**src/rtl/mem_read_arbiter_pkg.sv**
```systemverilog
// Shared helpers for the memory read arbiter: pointer width calculation.
package mem_read_arbiter_pkg;

    // Bits needed to index n items, never less than one so a 1-entry index still has a wire.
    function automatic int clog2_min1(input int n);
        int w;
        w = 0;
        for (int v = 1; v < n; v = v * 2) begin
            w++;
        end
        return (w < 1) ? 1 : w;
    endfunction

endpackage

```
**src/rtl/mem_read_arbiter_rr_arbiter.sv**
```systemverilog
// Combinational round-robin pick: rotate requests so ptr sits at bit 0,
// take the lowest set bit, then rotate the winning index back.
module rr_arbiter
    import mem_read_arbiter_pkg::*;
#(
    parameter int N = 2,
    localparam int PTR_W = clog2_min1(N)
) (
    input  logic [N-1:0]     req,
    input  logic [PTR_W-1:0] ptr,
    output logic [N-1:0]     gnt,
    output logic [PTR_W-1:0] gnt_idx,
    output logic             any_gnt
);

    logic [N-1:0]     rot;
    logic [PTR_W-1:0] pick;
    logic [PTR_W:0]   sum;

    // NOTE: every signal written here gets a default first, so no path can infer a latch.
    always_comb begin
        rot     = N'({req, req} >> ptr);
        pick    = '0;
        any_gnt = 1'b0;
        for (int k = N - 1; k >= 0; k--) begin
            if (rot[k]) begin
                pick    = PTR_W'(k);
                any_gnt = 1'b1;
            end
        end
        sum = {1'b0, pick} + {1'b0, ptr};
        if (sum >= (PTR_W + 1)'(N)) begin
            sum = sum - (PTR_W + 1)'(N);
        end
        gnt_idx = sum[PTR_W-1:0];
        for (int i = 0; i < N; i++) begin
            gnt[i] = any_gnt && (gnt_idx == PTR_W'(i));
        end
    end

endmodule

```
**src/rtl/mem_read_arbiter.sv**
```systemverilog
// Round-robin sharing of a 1-cycle-latency read memory between N_REQ requesters,
// with one outstanding read and one held response register per requester.
module mem_read_arbiter
    import mem_read_arbiter_pkg::*;
#(
    parameter int N_REQ  = 2,
    parameter int ADDR_W = 32,
    parameter int DATA_W = 32
) (
    input  logic                    clk_i,
    input  logic                    rst_i,
    input  logic [N_REQ-1:0]        req_valid_i,
    output logic [N_REQ-1:0]        req_ready_o,
    input  logic [N_REQ*ADDR_W-1:0] req_addr_i,
    output logic [N_REQ-1:0]        resp_valid_o,
    input  logic [N_REQ-1:0]        resp_ready_i,
    output logic [N_REQ*ADDR_W-1:0] resp_addr_o,
    output logic [N_REQ*DATA_W-1:0] resp_data_o,
    output logic                    mem_enable_o,
    output logic [ADDR_W-1:0]       mem_addr_o,
    input  logic [DATA_W-1:0]       mem_data_i,
    output logic                    busy_o
);

    localparam int PTR_W = clog2_min1(N_REQ);

    logic [PTR_W-1:0]  ptr;
    logic [N_REQ-1:0]  inflight;
    logic [N_REQ-1:0]  resp_valid;
    logic [N_REQ-1:0]  elig;
    logic [N_REQ-1:0]  gnt;
    logic [PTR_W-1:0]  gnt_idx;
    logic              any_gnt;
    logic [ADDR_W-1:0] addr_q    [N_REQ];
    logic [ADDR_W-1:0] resp_addr [N_REQ];
    logic [DATA_W-1:0] resp_data [N_REQ];

    // Gated by reset so nothing is granted (and no memory read fires) while reset is held.
    assign elig = rst_i ? (req_valid_i & ~inflight & (~resp_valid | resp_ready_i)) : '0;

    rr_arbiter #(.N(N_REQ)) u_rr (
        .req     (elig),
        .ptr     (ptr),
        .gnt     (gnt),
        .gnt_idx (gnt_idx),
        .any_gnt (any_gnt)
    );

    assign req_ready_o  = gnt;
    assign mem_enable_o = any_gnt;
    assign resp_valid_o = resp_valid;
    assign busy_o       = (|inflight) | (|resp_valid);

    always_comb begin
        mem_addr_o = '0;
        for (int i = 0; i < N_REQ; i++) begin
            if (gnt[i]) begin
                mem_addr_o = req_addr_i[i*ADDR_W +: ADDR_W];
            end
            resp_addr_o[i*ADDR_W +: ADDR_W] = resp_addr[i];
            resp_data_o[i*DATA_W +: DATA_W] = resp_data[i];
        end
    end

    // NOTE: sequential state uses non-blocking assignments only, so every register samples pre-edge values.
    always_ff @(posedge clk_i) begin
        if (!rst_i) begin
            ptr        <= '0;
            inflight   <= '0;
            resp_valid <= '0;
            for (int i = 0; i < N_REQ; i++) begin
                resp_addr[i] <= '0;
                resp_data[i] <= '0;
            end
        end else begin
            if (any_gnt) begin
                ptr <= (gnt_idx == PTR_W'(N_REQ - 1)) ? '0 : gnt_idx + PTR_W'(1);
            end
            for (int i = 0; i < N_REQ; i++) begin
                // A capture outranks a same-edge consume so the fresh data is never lost.
                if (inflight[i]) begin
                    resp_data[i]  <= mem_data_i;
                    resp_addr[i]  <= addr_q[i];
                    resp_valid[i] <= 1'b1;
                end else if (resp_valid[i] && resp_ready_i[i]) begin
                    resp_valid[i] <= 1'b0;
                end
                // A grant is never given to an in-flight requester, so inflight lasts exactly one cycle.
                inflight[i] <= gnt[i];
            end
        end
    end

    // NOTE: addr_q has no reset; it is only read while inflight is set, which reset clears.
    always_ff @(posedge clk_i) begin
        for (int i = 0; i < N_REQ; i++) begin
            if (gnt[i]) begin
                addr_q[i] <= req_addr_i[i*ADDR_W +: ADDR_W];
            end
        end
    end

endmodule

```
**config.mk**
```make
export PLATFORM = sky130hd
export DESIGN_NAME = mem_read_arbiter
export DESIGN_NICKNAME = d
export VERILOG_FILES = /design/src/rtl/mem_read_arbiter_pkg.sv /design/src/rtl/mem_read_arbiter_rr_arbiter.sv /design/src/rtl/mem_read_arbiter.sv
export SDC_FILE = /design/constraint.sdc
export NUM_CORES = 1
export LEC_CHECK = 0
export CAP_MARGIN = 20
export CORE_MARGIN = 5
export CORE_UTILIZATION = 23
export DETAILED_ROUTE_END_ITERATION = 10
export GPL_ROUTABILITY_DRIVEN = 0
export SLEW_MARGIN = 20
export SYNTH_ARGS = -nofsm -noshare
export SYNTH_HDL_FRONTEND = slang
export SYNTH_SLANG_ARGS = --single-unit
export TNS_END_PERCENT = 30
```
**constraint.sdc**
```tcl
create_clock -name clk_i -period 7.15 [get_ports clk_i]
set_input_delay 0.715 -clock clk_i [delete_from_list [all_inputs] [get_ports clk_i]]
set_output_delay 0.715 -clock clk_i [all_outputs]
set_load 0.05 [all_outputs]
```
==> metrics.txt, run 1 <==
# TYPE chip_impl_metric gauge
chip_impl_info{name="run_status",value="finished clean"} 1
chip_impl_info{name="rsz0062_at_grt",value="false"} 1
chip_impl_info{name="criticalPathCategory",value="in -> out"} 1
chip_impl_metric{name="detailroute.via_count",unit=""} 4084
chip_impl_metric{name="timing.reg2reg.setup_slack",unit="ns"} 5.00
chip_impl_metric{name="worstPathArrival",unit="ns"} 3.82
chip_impl_metric{name="clkSlewWorstSetupHoldPaths",unit="ns"} 0.07
chip_impl_metric{name="slew_headroom",unit="%"} 31.86
chip_impl_info{name="worst_hold_path_type",value="reg -> reg"} 1
chip_impl_info{name="cp-end-kind",value="primary output"} 1
chip_impl_metric{name="clkLatencyLatePin",unit="ns"} 0.42
chip_impl_metric{name="detail_route.drc_violations",unit=""} 0
chip_impl_metric{name="maxCapViolations",unit=""} 0
chip_impl_info{name="crit-reg2reg-capture",value="addr_q[0][54]$_DFFE_PP_"} 1
chip_impl_metric{name="clock_sink_count",unit=""} 197
chip_impl_metric{name="synth_xor_area_share",unit="%"} 0
chip_impl_metric{name="finish.utilization",unit="%"} 35.13
chip_impl_metric{name="dpl.hpwl",unit="um"} 12590
chip_impl_metric{name="setup-tns-final",unit="ns"} 0
chip_impl_metric{name="min_delay_path_depth",unit=""} 1
chip_impl_info{name="clock_tree_root_buffer_cell",value="clkbuf_16"} 1
chip_impl_metric{name="coreArea",unit="sq um"} 30430
chip_impl_metric{name="io_pins",unit=""} 268
chip_impl_metric{name="clockBufferDepth",unit=""} 2
chip_impl_info{name="worst_flop_to_flop_path_startpoint",value="inflight[1]$_SDFF_PN0_"} 1
chip_impl_metric{name="setup-violations-final",unit=""} 0
chip_impl_metric{name="chipWidth",unit="um"} 184.9
chip_impl_metric{name="grt_antenna_before_repair",unit=""} 0
chip_impl_metric{name="synth.distinct_cells",unit=""} 25
chip_impl_metric{name="vias_per_cell",unit=""} 3.912
chip_impl_metric{name="power.static_leakage",unit="nW"} 3.737
chip_impl_metric{name="postCtsSetupRepairBufs",unit=""} 0
chip_impl_info{name="ys.flop_type",value="edfxtp_1"} 1
chip_impl_metric{name="number_of_synthesized_flops_with_an_enable_pin",unit=""} 192
chip_impl_metric{name="wl_per_cell",unit="um"} 17.31
chip_impl_metric{name="die-area",unit="sq um"} 34190
chip_impl_info{name="crit_path_start",value="rst_i"} 1
chip_impl_metric{name="syn_area",unit="sq um"} 7037
chip_impl_metric{name="fmaxAchievable",unit="GHz"} 0.2205
chip_impl_metric{name="clock_skew",unit="ns"} 0.01376
chip_impl_metric{name="synthAdderAreaFrac",unit="%"} 0
chip_impl_metric{name="drive_above_1_share",unit="%"} 6.481
chip_impl_metric{name="final_max_slew_viol_count",unit=""} 0
chip_impl_metric{name="finalHoldViolCount",unit=""} 0
chip_impl_metric{name="yosysSeqAreaShare",unit="%"} 83.36
chip_impl_info{name="worstHoldStart",value="addr_q[0][34]$_DFFE_PP_"} 1
chip_impl_metric{name="post-route-period-util",unit="%"} 63.44
chip_impl_metric{name="cts_inserted_buffers",unit=""} 17
chip_impl_metric{name="synth_mux_area_share",unit="%"} 0
chip_impl_metric{name="die_height",unit="um"} 184.9
chip_impl_metric{name="post_synth_and_or_nand_nor_area_fraction",unit="%"} 9.442
chip_impl_metric{name="async_set_or_reset_flop_fraction_in_the_synthesized_netlist",unit="%"} 0
chip_impl_info{name="largest_family_of_logic_cells_by_synthesized_area",value="simple AND/OR/NAND/NOR gates"} 1
chip_impl_metric{name="postSynthCellCount",unit=""} 363
chip_impl_metric{name="first_pass_iters",unit=""} 4
chip_impl_metric{name="period_minus_slack",unit="ns"} 4.536
chip_impl_info{name="tritoncts",value="yes"} 1
chip_impl_metric{name="syn_avg_cell_area",unit="sq um"} 19.38
chip_impl_metric{name="layout.nets",unit=""} 738
chip_impl_metric{name="cts.hold.buffers_added",unit=""} 0
chip_impl_metric{name="grt_max_degree",unit=""} 97
chip_impl_metric{name="synth_compound_gate_area_share",unit="%"} 5.494
chip_impl_metric{name="r2r.worst_path.cells",unit=""} 4
chip_impl_metric{name="postSynthNetCount",unit=""} 465
chip_impl_metric{name="insertedDiodeCount",unit=""} 0
chip_impl_metric{name="worst_ep_required_time",unit="ns"} 6.43
chip_impl_metric{name="fin_hold_ws",unit="ns"} 0.5161
chip_impl_metric{name="num_rows",unit=""} 64
chip_impl_metric{name="routed_wirelength",unit="um"} 18070
chip_impl_metric{name="number_of_warnings_reported_in_the_yosys_synthesis_log",unit=""} 0
chip_impl_metric{name="crit_fanout",unit=""} 34
chip_impl_metric{name="synth_top_area_share",unit="%"} 81.93
chip_impl_info{name="synth_largest_area_cell",value="edfxtp_1"} 1
chip_impl_metric{name="yosys_register_bits",unit=""} 197
chip_impl_metric{name="postCtsResizedCells",unit=""} 0
chip_impl_metric{name="grt_util_all_layers",unit="%"} 10.26
chip_impl_metric{name="detailedRoute.firstIterationViolations",unit=""} 151
chip_impl_metric{name="fill_cells",unit=""} 2952
chip_impl_metric{name="vdd_ir_drop_max",unit="V"} 0.0001255
chip_impl_metric{name="initial_utilization",unit="%"} 23.13
chip_impl_info{name="min_delay_worst_endpoint",value="resp_addr[0][34]$_SDFFCE_PP0P_"} 1
chip_impl_metric{name="cellPowerDensity",unit="nW/um^2"} 267.6
chip_impl_metric{name="postRouteAntennaNets",unit=""} 0
chip_impl_metric{name="cts.htree.levels",unit=""} 4
chip_impl_metric{name="first_global_vias",unit=""} 4212
chip_impl_metric{name="grt_pass1_wl",unit="um"} 26000
chip_impl_metric{name="tightest_slew",unit="ns"} 1.022
chip_impl_metric{name="grt-ovfl-total",unit=""} 0
chip_impl_info{name="ys_top_cells_by_area",value="edfxtp_1, and2_1, a22o_1"} 1
chip_impl_info{name="setup.worst_path.start_class",value="input port"} 1
chip_impl_metric{name="syn_to_final_growth",unit="%"} 51.90
chip_impl_metric{name="place.port_buffers",unit=""} 267
-- metrics by stage --
| stage | worst slack, ns | area, sq um | total power [mW] | cells |
|---|---|---|---|---|
| global route | 2.396 | 10690 | 2.974 | 1044 |
| floorplan | 4.074 | 7037 | 1.751 | 363 |
| detailed placement | 2.529 | 10140 | 1.995 | 1013 |
| CTS | 2.490 | 10690 | 2.908 | 1044 |
| finish | 2.614 | 10690 | 2.860 | 1044 |
| global placement | 2.614 | 10140 | 1.992 | 1013 |
-- worst max path at each step --
stage | endpoint | slack [ns] | depth (start not counted)
finish | mem_addr_o[5] | 2.61 | 6
floorplan | mem_addr_o[22] | 4.07 | 5
detailed placement | mem_addr_o[5] | 2.53 | 6
CTS | mem_addr_o[5] | 2.49 | 6
global placement | mem_addr_o[24] | 2.61 | 6
global route | mem_addr_o[26] | 2.40 | 6
-- kinds of logic (layout without fill, tap and decap cells) --
family / Yosys count / count (layout)
flip-flops: 197 / 197
AO/OA/AOI/OAI: 41 / 41
buffers and inverters: 20 / 305
AND/OR/NAND/NOR: 105 / 105
-- per-layer routing --
layer	global-route usage, %	routed length, um	share of wire, %	vias to the layer above
li1	-	-	-	1917
met5	0	0	0	-
met1	12.75	7668	42	1975
met3	3.947	1544	8.5	14
met4	2.378	153	0.85	0
met2	17.02	8706	48	178
-- placed cells by master, fill, tap and decap left out, drive strengths merged --
cell           synthesis  final
clkinvlp               0      4
and2                  97     97
a21o                   1      1
edfxtp               192    192
a211oi                 2      2
nor2                   2      2
o21ai                  1      1
buf                   10      4
and3                   1      1
a2111oi                1      1
o21a                   2      2
clkinv                 0      4
o2111ai                1      1
dfxtp                  5      5
nand2                  2      2
a22o                  32     32
a31o                   1      1
or2b                   1      1
nor2b                  1      1
inv                    3      9
clkdlybuf4s50          0    267
or4                    1      1
clkbuf                 7     17
-- flip-flops by register name, summed over array words and instances (netlist names) --
| signal | flops |
|---|---|
| addr_q | 64 |
| resp_addr | 64 |
| resp_data | 64 |
| inflight | 2 |
| resp_valid_o | 2 |
| ptr | 1 |
-- report_power, final --
part	total, mW	internal (mW)	switching, mW
sequential	1.38	1.36	0.0202
clock	0.903	0.455	0.448
combinational	0.579	0.195	0.384
-- cell type report --
type                       instances  area (sq um)  share of cell area (%)
sequential                       197          5866                   54.88
timing repair buffer             271          2703                   25.28
clock inverter                    14         118.9                   1.112
clock buffer                      17         425.4                   3.980
multi-input combinational        146          1070                   10.01
tap                              396         495.5                   4.635
inverter                           3         11.26                  0.1053
-- critical path, stage by stage --
cell and delay (ns):
clkdlybuf4s50_1 0.74, o2111ai_2 0.28, nor2_4 0.56, buf_4 0.48
a22o_1 0.21, clkdlybuf4s50_1 0.81
-- synthesized netlist by cell type, drive strengths merged (2+ instances only) --
library cell  instances
nand2                 2
clkbuf                7
nor2                  2
buf                  10
dfxtp                 5
edfxtp              192
and2                 97
a22o                 32
o21a                  2
inv                   3
a211oi                2
No activity file was read; power rests on OpenSTA's default activity.
==> run 2, diff against run 1 <==
==> constraint.sdc (replaced) <==
create_clock -name clk_i -period 4.4 [get_ports clk_i]
set_input_delay 0.44 -clock clk_i [delete_from_list [all_inputs] [get_ports clk_i]]
set_output_delay 0.44 -clock clk_i [all_outputs]
set_load 0.05 [all_outputs]
==> metrics.txt, run 2 (synthesized netlist as in run 1, its figures left out) <==
# TYPE chip_impl_metric gauge
chip_impl_info{name="run_status",value="finished clean"} 1
chip_impl_metric{name="clock_sink_count",unit=""} 197
chip_impl_metric{name="cts_inserted_buffers",unit=""} 17
chip_impl_metric{name="chipWidth",unit="um"} 184.9
chip_impl_metric{name="io_pins",unit=""} 268
chip_impl_info{name="most-common-layout-cells",value="clkdlybuf4s50_1, edfxtp_1, and2_1"} 1
chip_impl_metric{name="clkSlewWorstSetupHoldPaths",unit="ns"} 0.07
chip_impl_metric{name="first_pass_iters",unit=""} 4
chip_impl_metric{name="grt-ovfl-total",unit=""} 0
chip_impl_info{name="timing.critical_path.max_delay_family",value="buffers and inverters"} 1
chip_impl_metric{name="dpl.hpwl",unit="um"} 12600
chip_impl_metric{name="vias_per_cell",unit=""} 3.925
chip_impl_metric{name="clock_skew",unit="ns"} 0.01411
chip_impl_metric{name="power_switching",unit="mW"} 1.364
chip_impl_metric{name="insertedDiodeCount",unit=""} 0
chip_impl_metric{name="crit_path_max_incr_delay",unit="ns"} 0.82
chip_impl_metric{name="fill_cells",unit=""} 2931
chip_impl_metric{name="layout.nets",unit=""} 739
chip_impl_metric{name="grt_antenna_before_repair",unit=""} 0
chip_impl_metric{name="fin_hold_ws",unit="ns"} 0.5142
chip_impl_info{name="min_delay_worst_endpoint",value="resp_addr[0][48]$_SDFFCE_PP0P_"} 1
chip_impl_metric{name="detailedRoute.firstIterationViolations",unit=""} 105
chip_impl_info{name="critPathMostFrequentCell",value="clkdlybuf4s50_1"} 1
chip_impl_info{name="criticalPathCategory",value="in -> out"} 1
chip_impl_metric{name="power.static_leakage",unit="nW"} 3.777
chip_impl_info{name="cp-end-kind",value="primary output"} 1
chip_impl_metric{name="min_delay_path_depth",unit=""} 1
chip_impl_metric{name="num_rows",unit=""} 64
chip_impl_metric{name="detail_route.drc_violations",unit=""} 0
chip_impl_metric{name="detailroute.via_count",unit=""} 4106
chip_impl_metric{name="grt_util_all_layers",unit="%"} 10.48
chip_impl_metric{name="setup-tns-final",unit="ns"} 0
chip_impl_metric{name="fmaxAchievable",unit="GHz"} 0.2770
chip_impl_metric{name="period_minus_slack",unit="ns"} 3.610
chip_impl_metric{name="finalHoldViolCount",unit=""} 0
chip_impl_metric{name="postRouteAntennaNets",unit=""} 0
chip_impl_metric{name="layout.area.seq",unit="sq um"} 5866
chip_impl_metric{name="post-route-period-util",unit="%"} 82.05
chip_impl_metric{name="crit_fanout",unit=""} 37
chip_impl_metric{name="tightest_slew",unit="ns"} 1.066
chip_impl_info{name="rsz0062_at_grt",value="false"} 1
chip_impl_metric{name="sw_frac_of_total",unit="%"} 28.45
chip_impl_info{name="worst_hold_path_type",value="reg -> reg"} 1
chip_impl_metric{name="setup-violations-final",unit=""} 0
chip_impl_metric{name="maxCapViolations",unit=""} 0
chip_impl_metric{name="die-area",unit="sq um"} 34190
chip_impl_metric{name="vdd_ir_drop_max",unit="V"} 0.0001921
chip_impl_info{name="reg.largest.list",value="addr_q: 64 flops, resp_addr: 64 flops, resp_data: 64 flops"} 1
chip_impl_metric{name="initial_utilization",unit="%"} 23.13
chip_impl_metric{name="grt_max_degree",unit=""} 97
chip_impl_metric{name="worstPathArrival",unit="ns"} 3.17
chip_impl_info{name="layout_commonest_cell",value="clkdlybuf4s50_1"} 1
chip_impl_metric{name="die_height",unit="um"} 184.9
chip_impl_metric{name="clockBufferDepth",unit=""} 2
chip_impl_metric{name="final_max_slew_viol_count",unit=""} 0
chip_impl_metric{name="timing.reg2reg.setup_slack",unit="ns"} 2.59
chip_impl_metric{name="cts.htree.levels",unit=""} 4
chip_impl_info{name="worst_flop_to_flop_path_startpoint",value="resp_valid_o[1]$_SDFFE_PN0P_"} 1
chip_impl_info{name="crit_path_cell_trace",value="clkdlybuf4s50_1 -> o2111ai_2 -> nor2_4 -> buf_12 -> a22o_1 -> clkdlybuf4s50_1"} 1
chip_impl_metric{name="postCtsResizedCells",unit=""} 0
chip_impl_metric{name="drive_above_1_share",unit="%"} 6.462
chip_impl_metric{name="wl_per_cell",unit="um"} 17.49
chip_impl_metric{name="coreArea",unit="sq um"} 30430
chip_impl_metric{name="place.port_buffers",unit=""} 267
chip_impl_metric{name="r2r.worst_path.cells",unit=""} 5
chip_impl_info{name="tritoncts",value="yes"} 1
chip_impl_metric{name="first_global_vias",unit=""} 4435
chip_impl_info{name="setup.worst_path.start_class",value="input port"} 1
chip_impl_metric{name="critPathBufInv",unit=""} 3
chip_impl_info{name="crit-reg2reg-capture",value="addr_q[0][3]$_DFFE_PN_"} 1
chip_impl_metric{name="cellPowerDensity",unit="nW/um^2"} 445.2
chip_impl_metric{name="slew_headroom",unit="%"} 28.94
chip_impl_info{name="cp_slowest_cell",value="clkdlybuf4s50_1"} 1
chip_impl_info{name="clock_tree_root_buffer_cell",value="clkbuf_16"} 1
chip_impl_metric{name="share_of_total_power_in_sequential_cells",unit="%"} 46.7
chip_impl_metric{name="cts.hold.buffers_added",unit=""} 0
chip_impl_metric{name="worst_ep_required_time",unit="ns"} 3.96
chip_impl_metric{name="multi_input_comb_area",unit="sq um"} 1070
chip_impl_metric{name="cp_num_cells",unit=""} 6
chip_impl_metric{name="power_report.internal_total",unit="mW"} 3.430
chip_impl_metric{name="syn_to_final_growth",unit="%"} 53.01
chip_impl_metric{name="clkLatencyLatePin",unit="ns"} 0.42
chip_impl_metric{name="combPwrFrac",unit="%"} 19.7
chip_impl_metric{name="grt_pass1_wl",unit="um"} 26770
chip_impl_metric{name="pwr-share-clk",unit="%"} 33.5
chip_impl_info{name="worstHoldStart",value="addr_q[0][48]$_DFFE_PP_"} 1
chip_impl_metric{name="routed_wirelength",unit="um"} 18290
chip_impl_metric{name="postCtsSetupRepairBufs",unit=""} 0
-- run 2: cell types whose count changed in the layout (fill, tap and decap cells not counted) --
cell        before  now
bufinv_16        0    3
clkinvlp_4       4    2
inv_6            2    3
clkinv_1         1    2
clkbuf_1         0    1
buf_12           0    1
inv_8            4    1
-- run 2: per-stage QoR --
step,total power [mW],instance area (sq um),util (%),setup WS (ns),cells
4_1_cts,4.873,10770,35.38,0.7853,1046
3_5_place_dp,3.245,10160,33.40,0.7813,1014
6_report,4.793,10770,35.38,0.7897,1046
5_1_grt,4.982,10770,35.38,0.6215,1046
2_1_floorplan,2.846,7037,-,1.661,363
3_3_place_gp,3.239,10160,33.40,0.8519,1014
-- run 2: cell type report --
| cell class | count | share of cell area [%] |
|---|---|---|
| Multi-Input combinational cell | 146 | 9.936 |
| Tap cell | 396 | 4.602 |
| Clock buffer | 18 | 3.986 |
| Clock inverter | 14 | 1.604 |
| Timing Repair Buffer | 272 | 25.29 |
| Inverter | 3 | 0.1046 |
| Sequential cell | 197 | 54.48 |
-- run 2: power by group through the flow --
stage,Combinational (mW),Sequential (mW),Clock (mW)
2_1_floorplan,0.223,2.62,0
3_3_place_gp,0.959,2.28,0
3_5_place_dp,0.961,2.28,0
6_report,0.946,2.24,1.61
4_1_cts,0.963,2.24,1.67
5_1_grt,0.985,2.25,1.74
-- run 2: metal layers --
| metal | wire (um) | vias up | track usage [%] |
|---|---|---|---|
| li1 | - | 1918 | - |
| met1 | 7545 | 2000 | 12.77 |
| met2 | 9020 | 177 | 17.58 |
| met3 | 1581 | 11 | 3.928 |
| met4 | 146 | 0 | 2.760 |
| met5 | 0 | - | 0 |
-- run 2: worst max-delay path by stage --
stage,from,end,slack (ns)
finish,rst_i,mem_addr_o[14],0.79
global placement,rst_i,mem_addr_o[14],0.85
detailed placement,rst_i,mem_addr_o[16],0.78
floorplan,resp_valid_o[1]$_SDFFE_PN0P_,mem_addr_o[22],1.66
global route,rst_i,mem_addr_o[16],0.62
CTS,rst_i,mem_addr_o[16],0.79
